==> src/rtl/i2s_tx_scheduler.sv <==
// I2S transmit word scheduler: primes one left/right word pair, then keeps the TX channel fed,
// inserting zero words on source underrun, while generating WS from a per-slot bit counter.
module i2s_tx_scheduler #(
    parameter int CNT_W = 8
) (
    input  logic             sck_i,
    input  logic             rstn_i,
    input  logic             cfg_en_i,
    input  logic             cfg_2ch_i,
    input  logic [4:0]       cfg_wlen_i,
    input  logic [31:0]      l_data_i,
    input  logic             l_valid_i,
    output logic             l_ready_o,
    input  logic [31:0]      r_data_i,
    input  logic             r_valid_i,
    output logic             r_ready_o,
    output logic [31:0]      tx_data_o,
    output logic             tx_valid_o,
    input  logic             tx_ready_i,
    output logic             ws_o,
    output logic             underrun_o,
    output logic [CNT_W-1:0] underrun_cnt_o,
    output logic             busy_o
);

    typedef enum logic [2:0] {
        S_IDLE    = 3'd0,
        S_PRIME_L = 3'd1,
        S_PRIME_R = 3'd2,
        S_RUN     = 3'd3,
        S_STOP    = 3'd4
    } state_t;

    state_t           r_state;
    state_t           w_state_nxt;
    logic             r_sel;
    logic             r_2ch;
    logic [4:0]       r_wlen;
    logic [4:0]       r_bcnt;
    logic             r_ws;
    logic             r_underrun;
    logic [CNT_W-1:0] r_ucnt;

    logic             w_sel_right;
    logic             w_src_valid;
    logic [31:0]      w_src_data;
    logic             w_hs;
    logic             w_prime;
    logic             w_wrap;
    logic             w_zero_hs;

    function automatic logic [CNT_W-1:0] sat_inc(input logic [CNT_W-1:0] v);
        if (&v) begin
            return v;
        end else begin
            return v + CNT_W'(1);
        end
    endfunction

    // Mono always reads the left source; stereo follows the alternating slot selector.
    assign w_sel_right = r_2ch & r_sel;
    assign w_src_valid = w_sel_right ? r_valid_i : l_valid_i;
    assign w_src_data  = w_sel_right ? r_data_i  : l_data_i;
    assign w_hs        = tx_valid_o & tx_ready_i;
    assign w_prime     = (r_state == S_PRIME_L) || (r_state == S_PRIME_R);
    assign w_wrap      = (r_bcnt == r_wlen);
    assign w_zero_hs   = (r_state == S_RUN) & w_hs & ~w_src_valid;

    assign ws_o           = r_ws;
    assign underrun_o     = r_underrun;
    assign underrun_cnt_o = r_ucnt;
    assign busy_o         = (r_state != S_IDLE);

    // TX word path and source readies
    always_comb begin
        tx_valid_o = 1'b0;
        tx_data_o  = 32'd0;
        l_ready_o  = 1'b0;
        r_ready_o  = 1'b0;
        case (r_state)
            S_PRIME_L, S_PRIME_R: begin
                tx_valid_o = w_src_valid;
                tx_data_o  = w_src_data;
                if (w_sel_right) begin
                    r_ready_o = tx_ready_i;
                end else begin
                    l_ready_o = tx_ready_i;
                end
            end
            S_RUN: begin
                tx_valid_o = 1'b1;
                if (w_src_valid) begin
                    tx_data_o = w_src_data;
                    if (w_sel_right) begin
                        r_ready_o = tx_ready_i;
                    end else begin
                        l_ready_o = tx_ready_i;
                    end
                end else begin
                    tx_data_o = 32'd0;
                end
            end
            S_STOP: begin
                tx_valid_o = 1'b1;
            end
            default: begin
                tx_valid_o = 1'b0;
            end
        endcase
    end

    // Next-state logic
    always_comb begin
        w_state_nxt = r_state;
        case (r_state)
            S_IDLE: begin
                if (cfg_en_i) w_state_nxt = S_PRIME_L;
                else          w_state_nxt = S_IDLE;
            end
            S_PRIME_L: begin
                if (!cfg_en_i) w_state_nxt = S_IDLE;
                else if (w_hs) w_state_nxt = S_PRIME_R;
                else           w_state_nxt = S_PRIME_L;
            end
            S_PRIME_R: begin
                if (!cfg_en_i) w_state_nxt = S_IDLE;
                else if (w_hs) w_state_nxt = S_RUN;
                else           w_state_nxt = S_PRIME_R;
            end
            S_RUN: begin
                if (!cfg_en_i) w_state_nxt = S_STOP;
                else           w_state_nxt = S_RUN;
            end
            S_STOP: begin
                // Drain ends only at the close of a right slot so the frame stays whole.
                if (w_wrap && r_ws) w_state_nxt = S_IDLE;
                else                w_state_nxt = S_STOP;
            end
            default: begin
                w_state_nxt = S_IDLE;
            end
        endcase
    end

    // State register
    always_ff @(posedge sck_i or negedge rstn_i) begin
        if (!rstn_i) begin
            r_state <= S_IDLE;
        end else begin
            r_state <= w_state_nxt;
        end
    end

    // Configuration is frozen outside IDLE
    always_ff @(posedge sck_i or negedge rstn_i) begin
        if (!rstn_i) begin
            r_2ch  <= 1'b0;
            r_wlen <= 5'd0;
        end else if (r_state == S_IDLE) begin
            r_2ch  <= cfg_2ch_i;
            r_wlen <= cfg_wlen_i;
        end else begin
            r_2ch  <= r_2ch;
            r_wlen <= r_wlen;
        end
    end

    // Slot selector alternates per accepted word
    always_ff @(posedge sck_i or negedge rstn_i) begin
        if (!rstn_i) begin
            r_sel <= 1'b0;
        end else if (r_state == S_IDLE) begin
            r_sel <= 1'b0;
        end else if (w_hs && ((r_state == S_RUN) || (w_prime && r_2ch))) begin
            r_sel <= ~r_sel;
        end else begin
            r_sel <= r_sel;
        end
    end

    // WS generator: counter and word select only advance while streaming or draining
    always_ff @(posedge sck_i or negedge rstn_i) begin
        if (!rstn_i) begin
            r_bcnt <= 5'd0;
            r_ws   <= 1'b0;
        end else if ((r_state == S_RUN) || (r_state == S_STOP)) begin
            if (w_wrap) begin
                r_bcnt <= 5'd0;
                r_ws   <= ~r_ws;
            end else begin
                r_bcnt <= r_bcnt + 5'd1;
                r_ws   <= r_ws;
            end
        end else begin
            r_bcnt <= 5'd0;
            r_ws   <= 1'b0;
        end
    end

    // Underrun pulse and saturating count; only a reset clears the count
    always_ff @(posedge sck_i or negedge rstn_i) begin
        if (!rstn_i) begin
            r_underrun <= 1'b0;
            r_ucnt     <= '0;
        end else begin
            r_underrun <= w_zero_hs;
            if (w_zero_hs) begin
                r_ucnt <= sat_inc(r_ucnt);
            end else begin
                r_ucnt <= r_ucnt;
            end
        end
    end

endmodule

==> config.mk <==
export PLATFORM = sky130hd
export DESIGN_NAME = i2s_tx_scheduler
export DESIGN_NICKNAME = d
export VERILOG_FILES = /design/src/rtl/i2s_tx_scheduler.sv
export SDC_FILE = /design/constraint.sdc
export NUM_CORES = 1
export LEC_CHECK = 0
export ABC_CLOCK_PERIOD_IN_PS = 2100
export CORE_MARGIN = 2
export CORE_UTILIZATION = 32
export CTS_CLUSTER_SIZE = 25
export DETAILED_ROUTE_END_ITERATION = 8
export PLACE_DENSITY_LB_ADDON = 0.15
export SLEW_MARGIN = 20
export SYNTH_ARGS = -nofsm -noshare
export SYNTH_HDL_FRONTEND = slang
export SYNTH_SLANG_ARGS = --single-unit
==> constraint.sdc <==
create_clock -name sck_i -period 2.1 [get_ports sck_i]
set_input_delay 0.42 -clock sck_i [delete_from_list [all_inputs] [get_ports sck_i]]
set_output_delay 0.42 -clock sck_i [all_outputs]
set_load 0.05 [all_outputs]
==> flow_metrics.tcl <==
set metrics [dict create \
    synth_cell_types 37 \
    rrSetupSlack_ns 0.16 \
    slew_violations 0 \
    reg2reg_depth 6 \
    synthCells 237 \
    crit_path_start "r_sel$_DFFE_PN0P_" \
    irDropWorstVdd_uv 470.3 \
    r2r_start "r_sel$_DFFE_PN0P_" \
    dieWidth_um 78.01 \
    clock_sinks 25 \
    cts_tree "done" \
    hpwlAfterDp_mm 4.700 \
    cts_root_buf "clkbuf_8" \
    wl_per_cell_um 14.91 \
    synth_edf_count 0 \
    vias_per_cell 4.971 \
    critPathLaunchType "flop" \
    arrival_ns 1.79 \
    grt_use_met3_pct 5.172 \
    worst_slack_ns -0.1134 \
    outcome "finished with violations" \
    row_count 26 \
    worstPathMaxFanout 6 \
    syn_to_final_growth_pct 107.7 \
    rsz0062_at_grt "yes" \
    clk_latency_ns 0.27 \
    vias 2202 \
    antenna_found_initial 0 \
    synthesis.area_per_instance_um2 7.396 \
    busiest_layer "met2" \
    cp-end-kind "primary output" \
    synthTopCellsByCount "nand2_1, a21oi_1, dfrtp_1" \
    drc 0 \
    grt_use_met2_pct 38.71 \
    hold_viol_final 0 \
    grt_pass1_vias 2117 \
    gp_congestion 0.7652 \
    clkPwrFrac_pct 13.7 \
    drv_cap 0 \
    fin_skew_ns 0.006492 \
    ys_seq_elements 25 \
    cts_hold_buf 0 \
    worstMarginPinSlew_ns 0.5543 \
    syn_nets 315 \
    routed_wl_mm 6.606 \
    p_per_area_mw_per_mm2 582.9 \
    critPathRequiredTime_ns 1.68 \
    yosys.area.top_type "dfrtp_1" \
    p_leak_nw 1.535 \
    ios 122 \
    io_buffers 121 \
    ys_warn_count 0 \
    diodes 0 \
    ys_seq_area_share_pct 35.69 \
    yosysMostFrequentCell "nand2_1" \
    netlist_area_mm2 0.001753 \
    core_area_mm2 0.005205 \
    min_period_ns 2.213 \
    clk_pin_slew_ns 0.09 \
    cts_max_path_buffers 2 \
    initial_core_util_pct 33.68 \
    synth_top_area_share_pct 35.69 \
    placedCellCount 431 \
    gr-total-overflow 0 \
    post-route-period-util_pct 105.4 \
    slew_headroom_pct 62.66 \
    grt_max_degree 34 \
    yosys-top-cells-area "dfrtp_1, nand2_1, a21oi_1" \
    yosys_most_used_dff "dfrtp_1" \
    drive_gt1_share_pct 31.10 \
    grt_use_met1_pct 23.79 \
    violations "setup timing" \
    power_switching_share_pct 42.30 \
    fp.dieArea_mm2 0.006086 \
    drtIter0Drc 100 \
    cts-buffers-inserted 3 \
    stdcell_count 443 \
    h-tree-depth 1 \
    p_int_mw 1.225 \
    combPwrFrac_pct 59.1 \
    grt_usage_pct 20.72 \
    hold_class "in2async" \
    ant_nets 0 \
    timing.setup.tns_ns -3.588 \
    async_flop_share_pct 100.0 \
    grt_pass1_wl_mm 10.23 \
    worst_hold_slack_ns 0.4986 \
    max_freq_mhz 451.8 \
    seq_power_share_pct 27.1 \
    report.final.setup_viol 34 \
    total_power_mw 2.122 \
    nets 452 \
    power_switching_uw 897.7 \
    r2r_end "underrun_cnt_o[7]$_DFFE_PN0P_" \
    dieHeight_um 78.01 \
    worstSetupPathType "reg2out" \
    firstDrtPassIters 4 \
]
==> flip-flops by register name (all words and copies together) (netlist names) <==
| register | cells |
|---|---|
| r_bcnt | 5 |
| r_2ch | 1 |
| r_state | 3 |
| ws_o | 1 |
| underrun_o | 1 |
| r_wlen | 5 |
| underrun_cnt_o | 8 |
| r_sel | 1 |
==> layer usage <==
layer,wire length [µm],vias to the layer above
met1,2604,1039
met2,3478,78
met5,0,-
met3,438,10
li1,-,1075
met4,85,0
==> area by class of cell <==
cell class | count | area (µm²)
Clock buffer | 3 | 41.29
Clock inverter | 1 | 5.005
Fill cell | 400 | 1564
Inverter | 7 | 26.28
Multi-Input combinational cell | 190 | 1292
Sequential cell | 25 | 625.6
Tap cell | 70 | 87.58
Timing Repair Buffer | 147 | 1563
==> through the flow <==
step,worst slack [ns],utilization (%),area [µm²]
2_1_floorplan,-0.1437,-,1883
3_3_place_gp,-0.3234,61.80,3217
3_5_place_dp,-0.3527,61.80,3217
4_1_cts,-0.1518,69.04,3593
5_1_grt,-0.1786,69.95,3641
6_report,-0.1134,69.95,3641
==> power groups by stage <==
| stage | Combinational [mW] | Sequential, mW | Clock [mW] |
|---|---|---|---|
| 2_1_floorplan | 0.569 | 0.642 | 0 |
| 3_3_place_gp | 1.04 | 0.587 | 0 |
| 3_5_place_dp | 1.05 | 0.587 | 0 |
| 4_1_cts | 1.24 | 0.576 | 0.297 |
| 5_1_grt | 1.32 | 0.585 | 0.323 |
| 6_report | 1.25 | 0.576 | 0.292 |
==> cells by family (layout without fill, tap and decap cells) <==
group                    after synthesis  in the layout  synth area share [%]
AO/OA/AOI/OAI                         55             55                 17.20
adder cells (fa/ha/maj)                2              2                 1.427
buffers and inverters                 22            158                 5.353
multiplexers                           7              7                 4.496
AND/OR/NAND/NOR                      114            114                 29.84
XOR/XNOR                              12             12                 5.996
flip-flops                            25             25                 35.69
==> critical path, cell delays in order, from the launching register on <==
cell	delay, ns
dfrtp_1	0.42
and3_4	0.19
or2_4	0.24
o21ai_4	0.18
buf_6	0.15
buf_12	0.14
nor3_4	0.04
buf_6	0.15
==> worst max path at each step <==
stage                         end  slack, ns  cells past startpoint
floorplan           tx_data_o[13]      -0.14                      5
global placement    tx_data_o[13]      -0.32                      7
detailed placement  tx_data_o[13]      -0.35                      7
CTS                 tx_data_o[19]      -0.15                      8
global route         tx_data_o[2]      -0.18                      7
finish                  r_ready_o      -0.11                      7
==> placed cells by master, fill, tap and decap left out, types with 6 or more instances in the layout <==
master	synthesis	layout
inv_1	6	6
a21oi_4	0	12
clkdlybuf4s50_1	0	83
o21ai_0	7	6
dfrtp_1	25	25
buf_6	1	37
nand2_1	70	70
xnor2_1	7	7
buf_4	0	18
a21oi_2	0	21
nor2_1	13	13
==> what timing repair did <==
action,4_1_cts,5_1_grt
setup endpoints to repair,35,35
resized for setup,53,9
pin swaps,4,4
cloned,3,0
buffers inserted,7,1
(Power assumes the default switching activity.)
